## src/rtl/acc_block_if.sv

```systemverilog
// acc_block_if: stream-in / result-out bundle for acc_block.
//   N  : input item width, W : result width, CW : item-count width
//   Upstream side : R_IN (item valid), D_IN (item), FLUSH (close block early)
//   Result side   : R_OUT (one-cycle result valid), D_OUT (block sum), C_OUT (item count)
//   master : the producer/consumer around the block; slave : acc_block itself.
interface acc_block_if #(
   parameter int unsigned N  = 16,
   parameter int unsigned W  = 32,
   parameter int unsigned CW = 17
);
   logic          R_IN;
   logic [N-1:0]  D_IN;
   logic          FLUSH;
   logic          R_OUT;
   logic [W-1:0]  D_OUT;
   logic [CW-1:0] C_OUT;

   modport master (
      output R_IN, D_IN, FLUSH,
      input  R_OUT, D_OUT, C_OUT
   );

   modport slave (
      input  R_IN, D_IN, FLUSH,
      output R_OUT, D_OUT, C_OUT
   );
endinterface

```

## src/rtl/acc_block.sv

```systemverilog
// acc_block: stream reducer. Sums every LEN valid items (or fewer on FLUSH)
// into one W-bit result, emitted with a one-cycle R_OUT pulse and the item
// count on C_OUT. EN stalls all state in lockstep with the feeding stage.
//
// Ports:
//   CLK : clock, rising edge
//   RST : synchronous active-high reset, priority over everything incl. EN
//   EN  : stage enable; low holds all state and outputs
//   bus : acc_block_if.slave (R_IN, D_IN, FLUSH in; R_OUT, D_OUT, C_OUT out)
//
// Build option: define ACC_SATURATE_EN to make the accumulator saturate at
// 2^W-1 instead of wrapping modulo 2^W. Counting/flush/timing are unchanged.
module acc_block #(
   parameter int unsigned N   = 16,
   parameter int unsigned LEN = 8,
   parameter int unsigned W   = 32,
   parameter int unsigned CW  = 17
) (
   input  logic CLK,
   input  logic RST,
   input  logic EN,
   acc_block_if.slave bus
);

   localparam logic [CW-1:0] LEN_C = CW'(LEN);

   // Architectural state and registered outputs
   logic [W-1:0]  acc;
   logic [CW-1:0] cnt;
   logic          r_out_q;
   logic [W-1:0]  d_out_q;
   logic [CW-1:0] c_out_q;

   // Combinational next-values for the current cycle
   logic [W-1:0]  add_c;
   logic [W-1:0]  sum_c;
   logic [CW-1:0] n_c;
   logic          close_c;

   // Adder: wrap or saturate depending on build
`ifdef ACC_SATURATE_EN
   localparam int unsigned WX = W + 1;
   logic [W:0] wide_c;
   assign wide_c = {1'b0, acc} + WX'(bus.D_IN);
   // carry out means the true sum reached 2^W; pin at all-ones
   assign add_c  = wide_c[W] ? {W{1'b1}} : wide_c[W-1:0];
`else
   assign add_c  = acc + W'(bus.D_IN);
`endif

   // Block-close decision for this cycle
   always_comb begin
      sum_c   = acc;
      n_c     = cnt + CW'(bus.R_IN);
      close_c = 1'b0;
      if (bus.R_IN) begin
         sum_c = add_c;
      end
      // an empty flush is ignored so no zero-length result is ever emitted
      if ((n_c == LEN_C) || (bus.FLUSH && (n_c != '0))) begin
         close_c = 1'b1;
      end
   end

   // State update; everything holds while EN is low
   always_ff @(posedge CLK) begin
      if (RST) begin
         acc     <= '0;
         cnt     <= '0;
         r_out_q <= 1'b0;
         d_out_q <= '0;
         c_out_q <= '0;
      end else if (EN) begin
         if (close_c) begin
            acc     <= '0;
            cnt     <= '0;
            r_out_q <= 1'b1;
            d_out_q <= sum_c;
            c_out_q <= n_c;
         end else begin
            acc     <= sum_c;
            cnt     <= n_c;
            r_out_q <= 1'b0;
         end
      end
   end

   assign bus.R_OUT = r_out_q;
   assign bus.D_OUT = d_out_q;
   assign bus.C_OUT = c_out_q;

endmodule
```

## src/flat_wrapper.sv

```systemverilog
// flat-port wrapper written by rule: the top's interface ports become plain ports
module acc_block_flat 
#(
   parameter int unsigned N   = 16,
   parameter int unsigned LEN = 8,
   parameter int unsigned W   = 32,
   parameter int unsigned CW  = 17
)
  (CLK, RST, EN, bus_R_IN, bus_D_IN, bus_FLUSH, bus_R_OUT, bus_D_OUT, bus_C_OUT);
  acc_block_if #(.N(N), .W(W), .CW(CW)) bus_i ();
  input  logic CLK;
  input  logic RST;
  input  logic EN;
  input wire logic [$bits(bus_i.R_IN)-1:0] bus_R_IN;
  input wire logic [$bits(bus_i.D_IN)-1:0] bus_D_IN;
  input wire logic [$bits(bus_i.FLUSH)-1:0] bus_FLUSH;
  output wire logic [$bits(bus_i.R_OUT)-1:0] bus_R_OUT;
  output wire logic [$bits(bus_i.D_OUT)-1:0] bus_D_OUT;
  output wire logic [$bits(bus_i.C_OUT)-1:0] bus_C_OUT;
  assign bus_i.R_IN = bus_R_IN;
  assign bus_i.D_IN = bus_D_IN;
  assign bus_i.FLUSH = bus_FLUSH;
  assign bus_R_OUT = bus_i.R_OUT;
  assign bus_D_OUT = bus_i.D_OUT;
  assign bus_C_OUT = bus_i.C_OUT;
  acc_block #(.N(N), .LEN(LEN), .W(W), .CW(CW)) u_core (.CLK(CLK), .RST(RST), .EN(EN), .bus(bus_i));
endmodule
```

## config.mk

```make
export PLATFORM = sky130hd
export DESIGN_NAME = acc_block_flat
export DESIGN_NICKNAME = d
export VERILOG_FILES = /design/src/rtl/acc_block_if.sv /design/src/rtl/acc_block.sv /design/src/flat_wrapper.sv
export SDC_FILE = /design/constraint.sdc
export NUM_CORES = 1
export LEC_CHECK = 0
export CAP_MARGIN = 20
export CORE_ASPECT_RATIO = 1.1
export CORE_MARGIN = 2
export CORE_UTILIZATION = 40
export CTS_CLUSTER_SIZE = 20
export DETAILED_ROUTE_END_ITERATION = 8
export GPL_TIMING_DRIVEN = 0
export SLEW_MARGIN = 20
export SYNTH_ARGS = -nofsm -noshare
export SYNTH_HDL_FRONTEND = slang
export SYNTH_SLANG_ARGS = --single-unit
```

## constraint.sdc

```tcl
create_clock -name CLK -period 3.7 [get_ports CLK]
set_input_delay 0.74 -clock CLK [delete_from_list [all_inputs] [get_ports CLK]]
set_output_delay 0.74 -clock CLK [all_outputs]
set_load 0.01 [all_outputs]
```

==> impl_metrics.tcl, run 1 <==
set metrics [dict create \
    cts-root-buf "clkbuf_16" \
    viasPerCell 5.58 \
    dieArea_um2 14400 \
    final_common_cell "dfxtp_1" \
    initial_core_util_pct 40.8 \
    internal_power_uw 1830 \
    synth_seq_cells 99 \
    coreArea_um2 13200 \
    max_stage_delay_ns 0.55 \
    grt_pass1_wl_um 25000 \
    gp_congestion 0.877 \
    cts.path.max_buffers 2 \
    swShare_pct 28.2 \
    ir_drop_mv 0.216 \
    drc 0 \
    antenna_left 0 \
    hold_class "flop to flop" \
    worstPathMaxFanout 4 \
    path_cells "clkdlybuf4s50_1, ha_1, fa_1, a211o_1, o211ai_1, a22oi_2, a21oi_1, o31a_1, or4_1, o2bb2a_1, o21ai_0" \
    io_pins 71 \
    setup_viol 0 \
    switchingPower_uw 720 \
    drive_gt1_share_pct 10.9 \
    synth_nets 672 \
    worst_ep_arrival_time_ns 3.78 \
    num_rows 44 \
    grt_max_degree 15 \
    synth_cell_type_count 62 \
    area_growth_pct 24.1 \
    synth_area_um2 5390 \
    tns_ns 0 \
    post-dp-hpwl_um 11200 \
    slowest_stage "or4_1" \
    crit_type "primary input to flop" \
    critical_path_required_ns 3.98 \
    diodes 0 \
    synth_top_area_share_pct 36.7 \
    worstMarginPinSlew_ns 0.851 \
    end_kind "flop" \
    fin_cells 883 \
    grt_pass1_vias 4844 \
    syn-instance-count 632 \
    seqPwrFrac_pct 45.0 \
    async_flop_share_pct 0 \
    crit_path_start_kind "primary input" \
    avgSynthCellArea_um2 8.53 \
    grtUsageTotal_pct 22.2 \
    cts_num_sinks 99 \
    critical-path-top-delay-family "compound AO/OA/AOI/OAI gates" \
    finClkSkew_ns 0.00843 \
    finalCritPeriodShare_pct 94.4 \
    clk_latency_ns 0.36 \
    clkTransAtPathRegs_ns 0.07 \
    outcome "complete, no violations" \
    placed_cells 863 \
    grt_antenna_before_repair 0 \
    power_density_nw_per_um2 381 \
    slew_headroom_pct 43.2 \
    fp.dieW_um 115 \
    num-nets-final 757 \
    dr.pass1.iters 5 \
    synth.area.top_cells "dfxtp_1, xnor2_1, nor2_1" \
    cts_inserted_buffers 9 \
    drv_slew 0 \
    ys_seq_area_share_pct 36.7 \
    grt_setup_unrepaired "false" \
    synth_top_area_cell "dfxtp_1" \
    leakage_uw 0.00242 \
    grt-ovfl-total 0 \
    yosys_warnings 0 \
    fill_cells 1311 \
    cap_violations 0 \
    synth_edf_count 0 \
    die_h_um 126 \
    htreeDepth 3 \
    hold_violations 0 \
    portBuffers 70 \
    max_freq_ghz 0.286 \
    clkPwrFrac_pct 35.4 \
    min_period_ns 3.49 \
    routedWlPerCell_um 17.4 \
    ctsHoldBuffers 0 \
    wl_um 15400 \
    ys.flop_type "dfxtp_1" \
    vias 4929 \
    drt_iter0_drc 277 \
    path_buf_inv 1 \
    layout_common_cells "dfxtp_1, clkdlybuf4s50_1, nor2_1" \
    combPwrFrac_pct 19.6 \
    tritoncts "built" \
]
-- power groups by stage --
stage | Clock [µW] | Combinational, µW | Sequential, µW
detailed placement | 0 | 480 | 1170
global route | 965 | 547 | 1150
CTS | 921 | 494 | 1150
floorplan | 0 | 283 | 1180
finish | 904 | 500 | 1150
global placement | 0 | 474 | 1170
-- worst min-delay path: cells and delay by family, from the launching register on --
kind	cells	cell delay, ns
simple gates	1	0.05
flops	1	0.32
compound gates	1	0.06
-- layer usage --
layer  part of all wire [%]  global-route usage, %
met1                     46                   28.6
met2                     47                   36.6
met3                    4.4                   3.27
met4                    2.8                   9.78
met5                      0                      0
-- sequential cells by signal, indices dropped and copies added, names as in the netlist --
name and cells:
u_core.cnt 17, u_core.bus.C_OUT 17, u_core.bus.D_OUT 32, u_core.acc 32, u_core.bus.R_OUT 1
-- cell families after synthesis --
family,synth area share [%]
and+or+nand+nor,18.9
DFF,36.7
AOI/OAI and AO/OA,22.8
xor gates and xnor gates,7.31
adders and majority gates,4.55
buffers and inverters,4.64
muxes,5.06
-- synth_stat cells (all sizes together) (17+ instances only) --
cell	number
dfxtp	99
nor2	68
nand2	60
o21ai	47
a21oi	40
a211oi	31
xnor2	31
mux2i	25
buf	22
nand3	20
ha	18
clkbuf	17
-- layout make-up --
class	count	area, µm²	area share [%]
sequential	99	1980	29.6
clock inverter	2	10.0	0.150
clock buffer	14	264	3.95
tap	161	201	3.01
timing repair buffer	74	733	11.0
inverter	14	52.6	0.785
buffer	39	213	3.18
multi-input combinational	480	3240	48.4
-- path summary, 6_finish.rpt --
| kind | slack (ns) | startpoint | endpoint | cells after the start |
|---|---|---|---|---|
| setup / recovery | 0.21 | bus_D_IN[0] | u_core.acc[28] | 11 |
| setup reg to reg | 0.57 | u_core.cnt[0] | u_core.acc[8] | 12 |
| hold reg to reg | 0.48 | u_core.acc[31] | u_core.acc[31] | 2 |
| hold / removal | 0.48 | u_core.acc[31] | u_core.acc[31] | 2 |
-- through the flow --
step                      utilization (%)  instance area, µm²  setup WS (ns)  hold slack, ns  power [µW]
after detailed placement             47.7                6300         -0.882           0.467        1650
after global placement               47.7                6300         -0.814           0.457        1640
final                                50.6                6690          0.207           0.482        2550
after floorplan                         -                5390          0.316           0.446        1460
after global routing                 50.6                6690         0.0279           0.518        2670
after CTS                            50.3                6650        0.00882           0.481        2560
-- repair_timing --
item | 4_1_cts | 5_1_grt
setup endpoints to repair | 96 | 89
resized for setup | 13 | 11
pin swaps | 3 | 3
setup buffers | 3 | 1
(Power assumes the default switching activity.)
==> inputs of run 2 (changes only) <==
Clock period 3.7 ns to 4.4 ns, I/O delays scaled along.
==> run 2 against run 1 <==
Effect of this change:
- die area stayed put
- power down 16%
- flip-flop and latch count unchanged
- critical endpoint is now u_core.bus.D_OUT[15]
==> impl_metrics.tcl, run 2 (same netlist as run 1, synthesis figures left out) <==
set metrics [dict create \
    drc 0 \
    grt_pass1_vias 4778 \
    num_rows 44 \
    dr.pass1.iters 4 \
    initial_core_util_pct 40.8 \
    diodes 0 \
    slowest_stage "clkdlybuf4s50_1" \
    setup_viol 0 \
    place_ws_ns -0.322 \
    critical_path_required_ns 4.67 \
    tns_ns 0 \
    cts_inserted_buffers 9 \
    grt_pass1_wl_um 24800 \
    wl_um 15200 \
    area_growth_pct 22.1 \
    finalCritPeriodShare_pct 94.1 \
    post-dp-hpwl_um 11200 \
    max_stage_delay_ns 0.54 \
    worst_ep_arrival_time_ns 4.41 \
    grt-ovfl-total 0 \
    end_kind "flop" \
    setup_ws_ns 0.259 \
    max_freq_ghz 0.241 \
    cts_num_sinks 99 \
    grt_max_degree 15 \
    tritoncts "built" \
    drv_slew 0 \
    clk_latency_ns 0.35 \
    ir_drop_mv 0.181 \
    cts.path.max_buffers 2 \
    coreArea_um2 13200 \
    portBuffers 70 \
    io_pins 71 \
    routedWlPerCell_um 17.3 \
    crit_path_start_kind "primary input" \
    reg2reg_slack_ns 1.03 \
    drt_iter0_drc 242 \
    min_period_ns 4.14 \
    grt_setup_unrepaired "false" \
    num-nets-final 753 \
    leakage_uw 0.00237 \
    crit_type "primary input to flop" \
    worstPathMaxFanout 10 \
    final_common_cell "dfxtp_1" \
    cap_violations 0 \
    grt_antenna_before_repair 0 \
    antenna_left 0 \
    htreeDepth 3 \
    cts-root-buf "clkbuf_16" \
    fill_cells 1312 \
    viasPerCell 5.56 \
    gp_congestion 0.877 \
    vias 4887 \
    dieArea_um2 14400 \
    hold_violations 0 \
    slew_headroom_pct 43.6 \
    fp.dieW_um 115 \
    drive_gt1_share_pct 9.33 \
    path_cells "clkdlybuf4s50_1, ha_1, ha_1, and4_1, nand4_2, mux2i_1, mux2i_1, nor3_4, mux2i_2, buf_6, buf_2, nor2_1, a211oi_2" \
    finalHoldWorstSlack_ns 0.475 \
    hold_class "flop to flop" \
    clkTransAtPathRegs_ns 0.07 \
    outcome "complete, no violations" \
    post-cts-setup-buffers 0 \
    layout_common_cells "dfxtp_1, clkdlybuf4s50_1, nor2_1" \
    power_density_nw_per_um2 324 \
    worstMarginPinSlew_ns 0.839 \
    finClkSkew_ns 0.00520 \
    die_h_um 126 \
    fin_util_pct 49.9 \
    grtUsageTotal_pct 22.0 \
]
## run 2: layer usage
layer / global-route usage (%) / vias up / wire [µm]
li1: - / 2451 / -
met1: 28.5 / 2273 / 6980
met2: 36.6 / 136 / 7160
met3: 3.18 / 27 / 654
met4: 8.79 / 0 / 388
met5: 0 / - / 0
## run 2: report_power, final
part,internal (µW),leakage (µW),switching [µW],total [µW]
Clock,414,0.000137,348,762
Sequential,938,0.000805,26.5,965
Combinational,180,0.00143,226,407
## run 2: final timing paths
| kind | cells after the start | start | to |
|---|---|---|---|
| setup / recovery | 13 | bus_R_IN | u_core.bus.D_OUT[15] |
| hold / removal | 2 | u_core.cnt[0] | u_core.cnt[0] |
| setup reg to reg | 12 | u_core.cnt[0] | u_core.bus.D_OUT[15] |
| hold reg to reg | 2 | u_core.cnt[0] | u_core.cnt[0] |
## run 2: layout make-up
type                    count  area, µm²  area share [%]
plain buffers              39        201            3.06
clock buffers              14        264            4.01
clock inverters             2       10.0           0.152
inverters                  14       52.6           0.798
multi-input cells         480       3180            48.2
flip-flops and latches     99       1980            30.1
well taps                 161        201            3.06
repair buffers             70        701            10.6
## run 2: metrics by stage
| stage | cell area (µm²) | power, µW | instances |
|---|---|---|---|
| after global placement | 6300 | 1380 | 863 |
| final | 6590 | 2130 | 879 |
| after detailed placement | 6300 | 1390 | 863 |
| after CTS | 6570 | 2150 | 879 |
| after floorplan | 5390 | 1230 | 632 |
| after global routing | 6590 | 2230 | 879 |
## run 2: worst max-delay path, delay by kind of cell
kind,cells,cell delay (ns)
simple gates,4,1.10
buf+inv,3,0.99
compound gates,1,0.20
mux,3,0.71
fa+ha+maj,2,0.51
## run 2: what timing repair did
item / CTS / global route
setup endpoints to repair: 0 / 55
resized for setup: 0 / 8
hold buffers: 0 / 0
==> inputs of run 3 (changes only) <==
Settings changed: DONT_BUFFER_PORTS set to 1, RECOVER_POWER set to 100.
==> run 3 against run 2 <==
Effect of this change:
- sequential power up 2%
- global-route usage down 0.61 points
- worst setup slack gained 0.18 ns
- critical path type unchanged
- largest cell class unchanged
- clock-buffer cell count shrank 3
- clock power is 3.4% higher
- via count decreased by 4.8%
- utilization decreased by 5.7 points
- first-iteration DRC count down 0.83%
- design area down 11%
- maximum frequency rose by 4.5%
==> impl_metrics.tcl, run 3 (same netlist as run 1, synthesis figures left out) <==
set metrics [dict create \
    vias 4653 \
    grt-ovfl-total 0 \
    cts-root-buf "clkbuf_16" \
    cts_num_sinks 99 \
    drive_gt1_share_pct 8.36 \
    routedWlPerCell_um 18.4 \
    grt_antenna_before_repair 0 \
    cts_inserted_buffers 9 \
    hold_class "flop to flop" \
    cts.path.max_buffers 2 \
    setup_viol 0 \
    leakage_uw 0.00208 \
    worst_ep_arrival_time_ns 4.24 \
    drt_iter0_drc 240 \
    min_period_ns 3.96 \
    viasPerCell 5.77 \
    diodes 0 \
    finalCritPeriodShare_pct 90.0 \
    hold_violations 0 \
    dieArea_um2 14400 \
    htreeDepth 3 \
    grt_pass1_vias 4620 \
    die_h_um 126 \
    power_uw 2080 \
    antenna_left 0 \
    finalHoldWorstSlack_ns 0.471 \
    drv_slew 0 \
    tritoncts "built" \
    worstPathMaxFanout 10 \
    coreArea_um2 13200 \
    clkTransAtPathRegs_ns 0.07 \
    ctsHoldBuffers 0 \
    ctsResizeCount 0 \
    dr.pass1.iters 5 \
    clk_latency_ns 0.35 \
    end_kind "flop" \
    place_area_um2 5600 \
    drc 0 \
    grt_setup_unrepaired "false" \
    ir_drop_mv 0.183 \
    io_pins 71 \
    fill_cells 1335 \
    critical_path_required_ns 4.68 \
    grt_max_degree 15 \
    grtUsageTotal_pct 21.4 \
    max_freq_ghz 0.252 \
    area_growth_pct 8.12 \
    fin_util_pct 44.1 \
    multiInputGateArea_um2 3120 \
    num-nets-final 683 \
    post-cts-setup-buffers 0 \
    slew_headroom_pct 36.0 \
    cap_violations 0 \
    final_cell_area_um2 5830 \
    initial_core_util_pct 40.8 \
    power_density_nw_per_um2 356 \
    gp_congestion 0.910 \
    tns_ns 0 \
    wl_um 14800 \
    post-dp-hpwl_um 10800 \
    finClkSkew_ns 0.00824 \
    num_rows 44 \
    crit_path_start_kind "primary input" \
    crit_type "primary input to flop" \
    fp.dieW_um 115 \
    outcome "complete, no violations" \
    portBuffers 0 \
    grt_pass1_wl_um 24100 \
    worstMarginPinSlew_ns 0.950 \
    regArea_um2 1980 \
    final_common_cell "dfxtp_1" \
    layout_common_cells "dfxtp_1, nor2_1, nand2_1" \
]
-- run 3: cell count changes in the layout (fill, tap and decap cells not counted), moves of 2 or more --
cell	delta
a211oi_1	+3
a211oi_2	-3
buf_2	-2
clkbuf_1	+4
clkbuf_2	-3
clkdlybuf4s50_1	-70
o21ai_0	+2
o21ai_1	-2
-- run 3: area by class of cell --
cell class	count	area share [%]
Clock buffer	11	4.16
Tap cell	161	3.45
Multi-Input combinational cell	480	53.5
Inverter	14	0.901
Sequential cell	99	34.0
Clock inverter	3	0.687
Buffer	39	3.28
-- run 3: critical path, stage by stage --
cell and delay [ns]:
ha_1 0.18, ha_1 0.28, nand4_1 0.22, nor3_1 0.56, mux2i_1 0.25, o2111ai_1 0.17, nor3_4 0.29, mux2_4 0.24
clkbuf_1 0.58, buf_4 0.33, nand2_1 0.07, a31oi_1 0.16
-- run 3: per-stage QoR --
| step | cells | setup slack (ns) |
|---|---|---|
| finish | 807 | 0.438 |
| global route | 807 | 0.209 |
| CTS | 807 | 0.653 |
| detailed placement | 793 | 0.285 |
| global placement | 793 | 0.327 |
| floorplan | 632 | 0.876 |
-- run 3: power breakdown --
group / total [µW] / internal (µW) / switching (µW)
registers: 983 / 938 / 44.7
clock network: 788 / 448 / 339
logic: 306 / 113 / 193
total: 2080 / 1500 / 577
-- run 3: worst paths after layout --
| check | from | to | slack (ns) | cells after the start |
|---|---|---|---|---|
| worst min-delay path | u_core.cnt[0] | u_core.cnt[0] | 0.47 | 2 |
| worst max register to register | u_core.cnt[0] | u_core.cnt[9] | 0.61 | 12 |
| worst min register to register | u_core.cnt[0] | u_core.cnt[0] | 0.47 | 2 |
| worst max-delay path | bus_R_IN | u_core.cnt[9] | 0.44 | 12 |
-- run 3: layer usage --
metal / GRT usage, % / wire, µm
met1: 26.7 / 6430
met5: 0 / 0
met4: 8.15 / 350
met2: 34.5 / 6930
met3: 6.50 / 1100
